[src/rtl/nibble_serial_adder_ctrl.sv]
// Nibble-serial adder: one 4-bit slice reused NSLICE times, LSB nibble first.
// Ports: clk, rst (sync, active-high), start/a/b/cin in; busy/done/sum/cout out.
// Optional macro ADD_SUB_EN adds input 'sub' (a - b as a + ~b + 1).
module nibble_serial_adder_ctrl #(
  parameter int WIDTH = 16
) (
  input  logic             clk,
  input  logic             rst,
  input  logic             start,
  input  logic [WIDTH-1:0] a,
  input  logic [WIDTH-1:0] b,
  input  logic             cin,
`ifdef ADD_SUB_EN
  input  logic             sub,
`endif
  output logic             busy,
  output logic             done,
  output logic [WIDTH-1:0] sum,
  output logic             cout
);

  localparam int NSLICE = WIDTH / 4;
  localparam int IW = (NSLICE > 1) ? $clog2(NSLICE) : 1;

  typedef enum logic [1:0] {
    IDLE = 2'd0,
    RUN  = 2'd1,
    DONE = 2'd2
  } state_t;

  state_t           state;
  logic [IW-1:0]    idx;
  logic             carry;
  logic [WIDTH-1:0] a_q;
  logic [WIDTH-1:0] b_q;
  logic [WIDTH-1:0] acc;

  logic [4:0]       nib;
  logic [WIDTH-1:0] acc_n;
  logic [WIDTH-1:0] b_in;
  logic             c_in;
  logic             last;

  // Operand conditioning at acceptance: subtract inverts B and forces carry.
`ifdef ADD_SUB_EN
  assign b_in = sub ? ~b : b;
  assign c_in = sub ? 1'b1 : cin;
`else
  assign b_in = b;
  assign c_in = cin;
`endif

  assign last = (idx == IW'(NSLICE - 1));

  // The single 4-bit slice plus the accumulator image including this nibble,
  // so the final pass can publish the whole result in one edge.
  always_comb begin
    nib = {1'b0, a_q[{idx, 2'b00} +: 4]}
        + {1'b0, b_q[{idx, 2'b00} +: 4]}
        + {4'b0, carry};
    acc_n = acc;
    acc_n[{idx, 2'b00} +: 4] = nib[3:0];
  end

  always_ff @(posedge clk) begin
    if (rst) begin
      state <= IDLE;
      idx   <= '0;
      carry <= 1'b0;
      a_q   <= '0;
      b_q   <= '0;
      acc   <= '0;
      sum   <= '0;
      cout  <= 1'b0;
      busy  <= 1'b0;
      done  <= 1'b0;
    end else begin
      done <= 1'b0;
      unique case (state)
        IDLE: begin
          if (start) begin
            a_q   <= a;
            b_q   <= b_in;
            carry <= c_in;
            idx   <= '0;
            busy  <= 1'b1;
            state <= RUN;
          end
        end
        RUN: begin
          acc   <= acc_n;
          carry <= nib[4];
          idx   <= idx + 1'b1;
          if (last) begin
            sum   <= acc_n;
            cout  <= nib[4];
            busy  <= 1'b0;
            done  <= 1'b1;
            state <= DONE;
          end
        end
        DONE: begin
          state <= IDLE;
        end
        default: begin
          state <= IDLE;
        end
      endcase
    end
  end

endmodule
[config.mk]
export PLATFORM = sky130hd
export DESIGN_NAME = nibble_serial_adder_ctrl
export DESIGN_NICKNAME = d
export VERILOG_FILES = /design/src/rtl/nibble_serial_adder_ctrl.sv
export SDC_FILE = /design/constraint.sdc
export NUM_CORES = 1
export LEC_CHECK = 0
export CORE_MARGIN = 2
export CORE_UTILIZATION = 55
export DETAILED_ROUTE_END_ITERATION = 10
export DONT_BUFFER_PORTS = 1
export GPL_TIMING_DRIVEN = 0
export MAX_ROUTING_LAYER = met4
export PLACE_DENSITY = 0.72
export SYNTH_ARGS = -nofsm -noshare
export SYNTH_HDL_FRONTEND = slang
export SYNTH_SLANG_ARGS = --single-unit
[constraint.sdc]
create_clock -name clk -period 2.52 [get_ports clk]
set_input_delay 0.252 -clock clk [delete_from_list [all_inputs] [get_ports clk]]
set_output_delay 0.252 -clock clk [all_outputs]
set_load 0.05 [all_outputs]
==> flow_summary.yaml <==
final_layout:
  final_common_cell: "nand2_1"
  drive_gt1_share_pct: 18.5
  n_fill_cell: 486
  syn_to_final_growth_pct: 15.1
  nets: 426
  final_cell_mix: "nand2_1, dfxtp_1, a21oi_1"
  n_antenna_cell: 0
flow_run:
  maxCapViolations: 0
min_path:
  hold_end: "b_q[13]"
  hp-start: "b[13]"
  hold_class: "input pin to register"
  hold_depth: 2
grt:
  antenna_found_initial: 0
  grt_overflow: 0
  grt_pass1_wl_mm: 12.0
  grt_pass1_vias: 2556
  grt_max_degree: 12
  grt_use_total_pct: 25.5
logic_synthesis:
  synth_ff_type: "dfxtp_1"
  synth_fa_ha_area_share_pct: 4.77
  synthCells: 360
  syn_nets: 407
  synth_top_family_by_area: "simple AND/OR/NAND/NOR gates"
  synth_edf_count: 0
  synth-seq-cells: 72
  synth.avg_cell_area_um2: 8.88
  synth_area_mm2: 0.00320
  synthDistinctLibCells: 46
  synth-xor-area-share_pct: 0.274
  async_reset_ff_share_pct: 0
  synth_warnings: 0
  yosysSeqAreaShare_pct: 45.1
  synth_mux_area_share_pct: 5.64
  synth-simple-area-share_pct: 22.0
  synth_compound_area_share_pct: 16.9
floorplanning:
  io_pins: 55
  die_h_um: 80.2
  dieArea_mm2: 0.00644
  initial_core_util_pct: 57.4
  rows: 27
  die_x_um: 80.2
  coreArea_mm2: 0.00557
route:
  vias: 2627
  wl_per_cell_um: 16.6
  drtIter0Drc: 123
  drt_pre_antenna_iters: 5
  ant_nets: 0
  route.detailed.drc: 0
  via_per_inst: 5.76
  wl_mm: 7.58
sta:
  period_needed_ns: 2.57
  slew_violations: 0
  setup_viol: 5
  tns_ns: -0.135
  max_freq_mhz: 390
  timing.final.crit_share_pct: 102
  finalHoldViolations: 0
  worstMarginPinSlew_ns: 0.609
  rsz0062_at_grt: "true"
  setup_ws_ns: -0.0453
  relSlewSlack_pct: 59.2
  finalClockSkew_ns: 0.00567
  timing.hold.ws_ns: 0.0395
power:
  p_per_area_mw_per_mm2: 657
  pwr-share-seq_pct: 50.5
  swShare_pct: 27.3
  pwr-share-clk_pct: 34.9
  p_int_mw: 1.76
  p_switching_mw: 0.659
  peakVddDrop_mv: 0.443
  combPwrFrac_pct: 14.6
  leakage_nw: 1.34
  finalPower_mw: 2.42
worst_setup_path:
  worst_ep_required_time_ns: 2.78
  crit_type: "register to register"
  crit_family: "adder cells"
  r2r_cells: 9
  cp_num_buf_inv: 3
  crit_path_frequent_cell: "fa_2"
  cp-end-kind: "register"
  r2r-end: "acc[13]"
  reg2reg_setup_slack_ns: -0.05
  cp_slowest_cell: "mux4_2"
  crit_path_max_fanout: 5
  cpPeakStageDelay_ns: 0.51
  crit_cells: 9
  arrival_ns: 2.83
  path_cells: "buf_12 > mux4_2 > fa_2 > inv_2 > fa_2 > nor2_4 > buf_4 > a31oi_4 > a211oi_1"
  rr_startpoint: "idx[0]"
  worst_setup_path_start_kind: "register"
clock_network:
  cts-buffers-inserted: 9
  clock-sinks: 72
  cts_max_level: 3
  clock_latency_ns: 0.34
  root_buffer: "clkbuf_8"
  clkSlewWorstSetupHoldPaths_ns: 0.07
  ctsHoldBuffers: 0
  ctsLongestPathBuffers: 2
  cts_tree: "built"
place:
  post-dp-hpwl_mm: 5.32
  port_buffers: 0
  place.gp.congestion: 0.881
run_status:
  status: "finished, violations left"
  violations: "setup timing"
==> Yosys cell counts (all sizes together) (2+ instances only) <==
master	count	share of area (%)
a211oi	16	4.1
a21oi	42	6.6
a221oi	6	1.6
a22oi	5	1.2
a31oi	2	0.39
a32oi	6	1.6
and2	2	0.47
and3	3	0.67
buf	9	2.3
clkbuf	13	1.5
dfxtp	72	45
fa	2	1.3
ha	9	3.5
inv	10	1.2
mux4	8	5.6
nand2	80	9.5
nand2b	2	0.39
nand3b	3	0.70
nor2	37	4.3
nor2b	5	0.98
nor3	10	2.1
nor3b	2	0.98
nor4	2	0.86
o21ai	5	0.90
==> stage by stage <==
step | cell area, um^2 | setup slack [ns] | utilization [%] | std cells
5_1_grt | 3680 | -0.116 | 66.0 | 456
3_3_place_gp | 3300 | -0.252 | 59.3 | 432
6_report | 3680 | -0.0453 | 66.0 | 456
2_1_floorplan | 3210 | -0.0125 | - | 360
3_5_place_dp | 3300 | -0.305 | 59.3 | 432
4_1_cts | 3570 | -0.0725 | 64.0 | 451
==> timing repair <==
item | CTS | global route
cloned | 0 | 1
setup buffers | 4 | 5
setup endpoints to repair | 26 | 17
gates resized for setup | 14 | 9
hold endpoints to repair | 0 | 0
pin swaps | 6 | 4
==> power by group through the flow <==
| stage | sequential (mW) | clock [mW] | combinational, mW |
|---|---|---|---|
| floorplan | 1.24 | 0 | 0.232 |
| CTS | 1.22 | 0.867 | 0.320 |
| detailed placement | 1.25 | 0 | 0.301 |
| global placement | 1.25 | 0 | 0.292 |
| global route | 1.23 | 0.912 | 0.386 |
| finish | 1.22 | 0.845 | 0.353 |
==> worst register-to-register path, stage by stage (launching register included) <==
cell      delay (ns)
dfxtp_4         0.37
buf_12          0.11
mux4_2          0.51
fa_2            0.37
inv_2           0.06
fa_2            0.48
nor2_4          0.11
buf_4           0.13
a31oi_4         0.09
a211oi_1        0.24
==> layer usage <==
metal / global-route usage, % / part of all wire, %
met3: 4.38 / 4.3
met4: 14.2 / 2.3
met2: 41.5 / 50
met5: - / 0
met1: 30.0 / 43
==> cell families after synthesis <==
| logic type | after synthesis |
|---|---|
| AND/OR/NAND/NOR | 151 |
| AO/OA/AOI/OAI | 84 |
| flip-flops | 72 |
| buffers and inverters | 33 |
| adder cells (fa/ha/maj) | 11 |
| multiplexers | 8 |
| XOR/XNOR | 1 |
==> area by class of cell <==
type                            instances  area, um^2  area share (%)
Buffer                                 21         136            3.70
Clock buffer                           13         169            4.59
Clock inverter                          3        15.0           0.408
Inverter                               10        37.5            1.02
Multi-Input combinational cell        255        1690            46.0
Sequential cell                        72        1450            39.4
Tap cell                               72        90.1            2.45
Timing Repair Buffer                   10        92.6            2.52
==> registers in the layout, indices dropped and copies added, names as in the netlist <==
| name | flops |
|---|---|
| a_q | 16 |
| acc | 16 |
| b_q | 16 |
| sum | 16 |
| idx | 2 |
| state | 2 |
| busy | 1 |
| carry | 1 |
| cout | 1 |
| done | 1 |
==> worst max path at each step <==
stage	startpoint	to	slack [ns]
final	idx[0]	acc[13]	-0.05
after global routing	idx[0]	acc[13]	-0.12
after CTS	idx[1]	acc[9]	-0.07
after detailed placement	idx[1]	acc[9]	-0.31
after global placement	idx[1]	acc[9]	-0.25
after floorplan	idx[0]	acc[9]	-0.01
Power figures use the tool's default switching activity.
